<file path="src/rtl/pulse_stretch_pkg.sv">
// Shared types and sizing helpers for the pulse_stretch_led LED flash stretcher.
package pulse_stretch_pkg;

   typedef enum logic [1:0] {
      IDLE,
      ON,
      GAP
   } state_t;

   // The timer only ever holds TICKS-1, so clog2 of the larger phase suffices.
   function automatic int unsigned timer_width(input int unsigned on_ticks,
                                               input int unsigned off_ticks);
      int unsigned m;
      int unsigned w;
      m = (on_ticks > off_ticks) ? on_ticks : off_ticks;
      w = $clog2(m);
      return (w < 1) ? 1 : w;
   endfunction

   function automatic int unsigned pend_max(input int unsigned width);
      return (1 << width) - 1;
   endfunction

endpackage

</file>
<file path="src/rtl/pulse_stretch_led_timer.sv">
// Loadable down-counter shared by the ON and GAP phases; holds at zero.
module stretch_timer
   import pulse_stretch_pkg::*;
#(
   parameter int unsigned W = 1
) (
   input  logic         clk_i,
   input  logic         rst_i,
   input  logic         load_i,
   input  logic [W-1:0] load_val_i,
   output logic         zero_o
);

   logic [W-1:0] cnt_q;

   always_ff @(posedge clk_i) begin
      if (rst_i) begin
         cnt_q <= '0;
      end else if (load_i) begin
         cnt_q <= load_val_i;
      end else if (cnt_q != '0) begin
         cnt_q <= cnt_q - 1'b1;
      end
   end

   assign zero_o = (cnt_q == '0);

endmodule

</file>
<file path="src/rtl/pulse_stretch_led.sv">
// Event-pulse to LED-flash stretcher with pending-event replay.
// Define PULSE_STRETCH_EDGE_DETECT_EN to treat ev_in as a level (rising-edge events).
module pulse_stretch_led
   import pulse_stretch_pkg::*;
#(
   parameter int unsigned ON_TICKS  = 5000000,
   parameter int unsigned OFF_TICKS = 2500000,
   parameter int unsigned PEND_W    = 4
) (
   input  logic              Clk_100M,
   input  logic              rst,
   input  logic              ev_in,
   output logic              led_out,
   output logic              busy,
   output logic [PEND_W-1:0] pend_cnt,
   output logic              ovf
);

   localparam int unsigned     TW       = timer_width(ON_TICKS, OFF_TICKS);
   localparam logic [TW-1:0]   ON_LOAD  = TW'(ON_TICKS - 1);
   localparam logic [TW-1:0]   OFF_LOAD = TW'(OFF_TICKS - 1);
   localparam logic [PEND_W-1:0] PEND_MAX = PEND_W'(pend_max(PEND_W));

   state_t            state_q, state_d;
   logic              led_q;
   logic [PEND_W-1:0] pend_q, pend_d;
   logic              ovf_q, ovf_d;
   logic              tmr_load;
   logic [TW-1:0]     tmr_val;
   logic              tmr_zero;
   logic              ev;
   logic              inc, dec;

`ifdef PULSE_STRETCH_EDGE_DETECT_EN
   logic ev_q, evt_q;

   // Registered rising-edge pulse: one extra cycle of latency by design.
   always_ff @(posedge Clk_100M) begin
      if (rst) begin
         ev_q  <= 1'b0;
         evt_q <= 1'b0;
      end else begin
         ev_q  <= ev_in;
         evt_q <= ev_in & ~ev_q;
      end
   end

   assign ev = evt_q;
`else
   assign ev = ev_in;
`endif

   stretch_timer #(
      .W (TW)
   ) u_timer (
      .clk_i      (Clk_100M),
      .rst_i      (rst),
      .load_i     (tmr_load),
      .load_val_i (tmr_val),
      .zero_o     (tmr_zero)
   );

   always_ff @(posedge Clk_100M) begin
      if (rst) begin
         state_q <= IDLE;
         led_q   <= 1'b0;
      end else begin
         state_q <= state_d;
         led_q   <= (state_d == ON);
      end
   end

   // A GAP-exit event counts toward the replay decision even with pend_q==0.
   always_comb begin
      state_d = state_q;
      case (state_q)
         IDLE:    if (ev) state_d = ON;
         ON:      if (tmr_zero) state_d = GAP;
         GAP:     if (tmr_zero) state_d = ((pend_q != '0) || ev) ? ON : IDLE;
         default: state_d = IDLE;
      endcase
   end

   always_comb begin
      busy     = (state_q != IDLE);
      led_out  = led_q;
      tmr_load = (state_d != state_q) && (state_d != IDLE);
      tmr_val  = (state_d == GAP) ? OFF_LOAD : ON_LOAD;
   end

   assign inc = ev && (state_q != IDLE);
   assign dec = (state_q == GAP) && (state_d == ON);

   always_comb begin
      pend_d = pend_q;
      ovf_d  = ovf_q;
      if (inc && !dec) begin
         if (pend_q == PEND_MAX) ovf_d = 1'b1;
         else pend_d = pend_q + 1'b1;
      end else if (dec && !inc) begin
         pend_d = pend_q - 1'b1;
      end
   end

   always_ff @(posedge Clk_100M) begin
      if (rst) begin
         pend_q <= '0;
         ovf_q  <= 1'b0;
      end else begin
         pend_q <= pend_d;
         ovf_q  <= ovf_d;
      end
   end

   assign pend_cnt = pend_q;
   assign ovf      = ovf_q;

endmodule

</file>
<file path="config.mk">
export PLATFORM = sky130hd
export DESIGN_NAME = pulse_stretch_led
export DESIGN_NICKNAME = d
export VERILOG_FILES = /design/src/rtl/pulse_stretch_pkg.sv /design/src/rtl/pulse_stretch_led_timer.sv /design/src/rtl/pulse_stretch_led.sv
export SDC_FILE = /design/constraint.sdc
export NUM_CORES = 1
export LEC_CHECK = 0
export ABC_CLOCK_PERIOD_IN_PS = 5600
export BUFFER_PORTS_ARGS = -buffer_cell sky130_fd_sc_hd__clkbuf_2
export CAP_MARGIN = 10
export CORE_MARGIN = 2
export CORE_UTILIZATION = 55
export DETAILED_ROUTE_END_ITERATION = 6
export PLACE_DENSITY = 0.73
export REMOVE_ABC_BUFFERS = 1
export SYNTH_ARGS = -nofsm -noshare
export SYNTH_HDL_FRONTEND = slang
export SYNTH_SLANG_ARGS = --single-unit
export TNS_END_PERCENT = 30
</file>
<file path="constraint.sdc">
create_clock -name Clk_100M -period 5.6 [get_ports Clk_100M]
set_input_delay 1.12 -clock Clk_100M [delete_from_list [all_inputs] [get_ports Clk_100M]]
set_output_delay 1.12 -clock Clk_100M [all_outputs]
set_load 0.05 [all_outputs]
</file>
==> metrics list <==
- Final worst-path cycle share: 63.3%
- Setup repair after global routing left no endpoint under its margin.
- Compared with the post-synthesis result, the final layout area differs by 5.16%.
* Number of hold buffers added after cts: 0
- 10 I/O pins were placed.
* Average size of a mapped cell: 8.51 µm²
* Post-synthesis sequential element count: 31
- The floorplan step defined a die boundary enclosing 3450 µm².
* Leak pwr: 0.700 nW
- The critical path goes through or4_4 > or3_1 > or3_1 > a21o_1 > nand2_1 > ha_1 > a21o_1 > a21oi_1 > mux2i_1 > mux2_1.
- Counting distinct cell types in the post-synthesis netlist gives 47.
- Vias after detailed routing: 1437
* Post-Route Utilization: 61.9%
- The hold violation total from the final report is 0.
- Port-buffer cells: 9
- The die is 58.8 µm wide.
* Clock transition at the registers of the reported paths: 0.08 ns
- In this design, the largest share of critical-path delay is due to simple AND/OR/NAND/NOR gates.
- At the pin with the least slew margin, the transition time is 0.674 ns.
* Count of yosys warnings during synthesis: 0
- Entering global routing, the biggest net connects 28 pins.
* Most common library cell in the layout ignoring fill and taps: dfxtp_1
- Most used flip-flop cell after synthesis: dfxtp_1
- Dividing the detail-routed via count by the number of cells gives 6.17.
- Worst Reg2Reg Path Length in Cells: 10
- After global routing the overflow that remains totals 0.
- Critical Path Source Type: register
- EDFF count, synth: 0
* Number of antenna violations at the first check in global routing: 0
* Clk_lat worst skew: 0.33 ns
- The clock passes through at most 2 buffers.
- Total area of multi-input combinational cells: 967 µm²
* Switching portion of total power: 33.5%
- Tot GR Track Use: 23.7%
- Min-delay worst type: register to register
- Post-Route WL: 3490 µm
* DRC: 1
- Flop pwr share: 52.1%
* Reg-to-reg slack, setup: 2.05 ns
- Leaving out fill and tap cells, the most frequent cells in the layout are dfxtp_1 (31), nor2_1 (19), a21oi_1 (18).
* Global-route wire length before repair: 6150 µm
- Cell internal power was estimated by the tool at 0.000331 W.
- FILL cells: 256
- Row generation in the floorplan step produced 19 rows.
- Capture point of the worst reg-to-reg path: pend_cnt[3]
* Detail-routed net length per standard cell: 15.0 µm
- Pwr per Cell Area: 287 nW/µm²
- Combined buffer and inverter count along the critical path: 0
- Storage element area: 621 µm²
- Total standard cell area after synthesis: 1650 µm²
- CTS buffer count: 5
- Reg-to-reg critical path startpoint: u_timer.cnt_q[12]
- Number of design-rule violations left by the first detailed-router iteration: 94
* Fraction of registers with async set/reset: 0%
* Share of the yosys chip area belonging to registers: 37.6%
- After legalization and detailed placement, the total HPWL measured 2570 µm.
- Endpoint class of the critical path: register
* Clock network fraction of total power: 22.7%
- Req. time, crit path: 5.82 ns
- Peak clock frequency supported by timing: 282 MHz
- Measured along the y axis, the die boundary spans 58.8 µm.
* Max_cap viols: 0
- At the end of routability-driven placement, the weighted congestion stood at 0.838.
- In the synthesized netlist, the number of instances is 194.
- Setup Buffers After CTS: 0
- Core ar.: 2810 µm²
* Post-layout min period: 3.55 ns
- VDD sags by at most 0.150 mV.
* Worst hold endpoint: ovf
- Number of diodes added for antenna fixing: 0
- Largest stage delay on the critical path: 0.56 ns
- Cell with the biggest individual delay on the critical path: or4_4
* Instance count along the most critical hold path: 2
- Part of the total power dissipated in combinational logic: 25.2%
* Post-layout nets: 210
* Clock Skew: 0.00729 ns
- Once detail routing completed, the nets flagged for antenna violations numbered 0.
- The number of global-route vias before repair was 1346.
- The flow ran to the end, but the final reports show violations.
- Worst EP arrival: 3.76 ns
- The worst hold path begins at ovf.
- Sink count of the clock tree: 31
- The post-route netlist has 11.4% of its cells at a drive strength greater than 1.
* Starting density of the core: 58.8%
* Total setup violations reported at the end of the flow: 0
- Relative slew slack: 54.7%
- Summed over all nets, the switching power comes to 0.000167 W.
* Count of TritonRoute iterations in the first routing pass: 6
* Post-cts gate resize count: 0
- Worst Path Class, Setup: register to register
* Maximum fanout along the worst path: 8
* H-tree level count: 2
* TritonCTS clock tree: built
- Number of max-slew violations in the final report: 0
- Root Buffer Master: clkbuf_4
* Final total negative setup slack: 0 ns
* Violations in the final reports: DRC
-- registers in the layout, summed over array words and instances, names as in the netlist --
name           flops
state_q            2
led_out            1
pend_cnt           4
u_timer.cnt_q     23
ovf                1
-- through the flow --
step	power, W	area (µm²)	setup WS, ns	hold WS [ns]	instances
5_1_grt	0.000531	1740	1.89	0.516	233
3_5_place_dp	0.000388	1690	2.08	0.463	227
3_3_place_gp	0.000384	1690	2.20	0.467	227
4_1_cts	0.000502	1740	2.07	0.480	233
2_1_floorplan	0.000359	1600	2.28	0.449	186
6_report	0.000498	1740	2.05	0.474	233
-- synth_stat cells, types with 2 or more instances --
cell type,n,area (µm²)
dfxtp_1,31,621
nor2_1,19,71.3
a21oi_1,18,90.1
nand2_1,17,63.8
nor3_1,14,70.1
xnor2_1,10,87.6
o21ai_0,6,30.0
or4_1,6,45.0
xor2_1,6,52.6
a211oi_1,5,37.5
inv_1,4,15.0
nand3_1,4,20.0
a21o_1,3,22.5
clkbuf_1,3,11.3
ha_1,3,37.5
nand4_1,3,18.8
nor4_1,3,18.8
or3_1,3,18.8
a31oi_1,2,12.5
buf_2,2,10.0
buf_6,2,22.5
mux2i_1,2,20.0
nand2b_1,2,12.5
nor2b_1,2,12.5
or2_1,2,12.5
-- worst max path at each step --
stage	startpoint	end	slack (ns)	cells past startpoint
floorplan	u_timer.cnt_q[12]	pend_cnt[3]	2.28	10
global placement	u_timer.cnt_q[12]	pend_cnt[3]	2.20	10
detailed placement	u_timer.cnt_q[12]	pend_cnt[3]	2.08	10
CTS	u_timer.cnt_q[12]	pend_cnt[3]	2.07	10
global route	u_timer.cnt_q[12]	pend_cnt[3]	1.89	10
finish	u_timer.cnt_q[12]	pend_cnt[3]	2.05	10
-- worst register-to-register path, delay by kind of cell (launching register included) --
kind                       cells  cell delay, ns
AOI/OAI and AO/OA              3            0.60
DFF                            1            0.36
adders and majority gates      1            0.25
muxes                          2            0.55
and+or+nand+nor                4            1.69
-- area by class of cell --
cell class | instances | share of cell area [%]
Inverter | 4 | 0.865
Multi-Input combinational cell | 151 | 55.7
Clock buffer | 6 | 2.38
Sequential cell | 31 | 35.8
Tap cell | 31 | 2.24
Timing Repair Buffer | 10 | 3.03
-- routing by layer --
metal  routed length, µm  part of all wire (%)  track usage (%)
met3                 212                   6.1             6.59
met1                1600                    46             32.1
met5                   0                     0                0
met4                  62                   1.8             9.74
met2                1610                    46             35.6
-- logic make-up (layout without fill, tap and decap cells) --
| family | count (synthesis) | count (layout) | synth area share, % |
|---|---|---|---|
| flip-flops | 31 | 31 | 37.6 |
| AND/OR/NAND/NOR | 85 | 85 | 28.1 |
| adder cells (fa/ha/maj) | 4 | 4 | 3.49 |
| AO/OA/AOI/OAI | 43 | 43 | 16.6 |
| buffers and inverters | 12 | 20 | 3.79 |
| XOR/XNOR | 16 | 16 | 8.49 |
| multiplexers | 3 | 3 | 1.90 |
-- power by group through the flow --
| stage | Clock (W) | Combinational, W | Sequential (W) |
|---|---|---|---|
| after floorplan | 0 | 0.0000893 | 0.000269 |
| after CTS | 0.000118 | 0.000125 | 0.000259 |
| after detailed placement | 0 | 0.000124 | 0.000264 |
| after global routing | 0.000126 | 0.000141 | 0.000263 |
| final | 0.000113 | 0.000125 | 0.000259 |
| after global placement | 0 | 0.000121 | 0.000262 |
(Power assumes the default switching activity.)
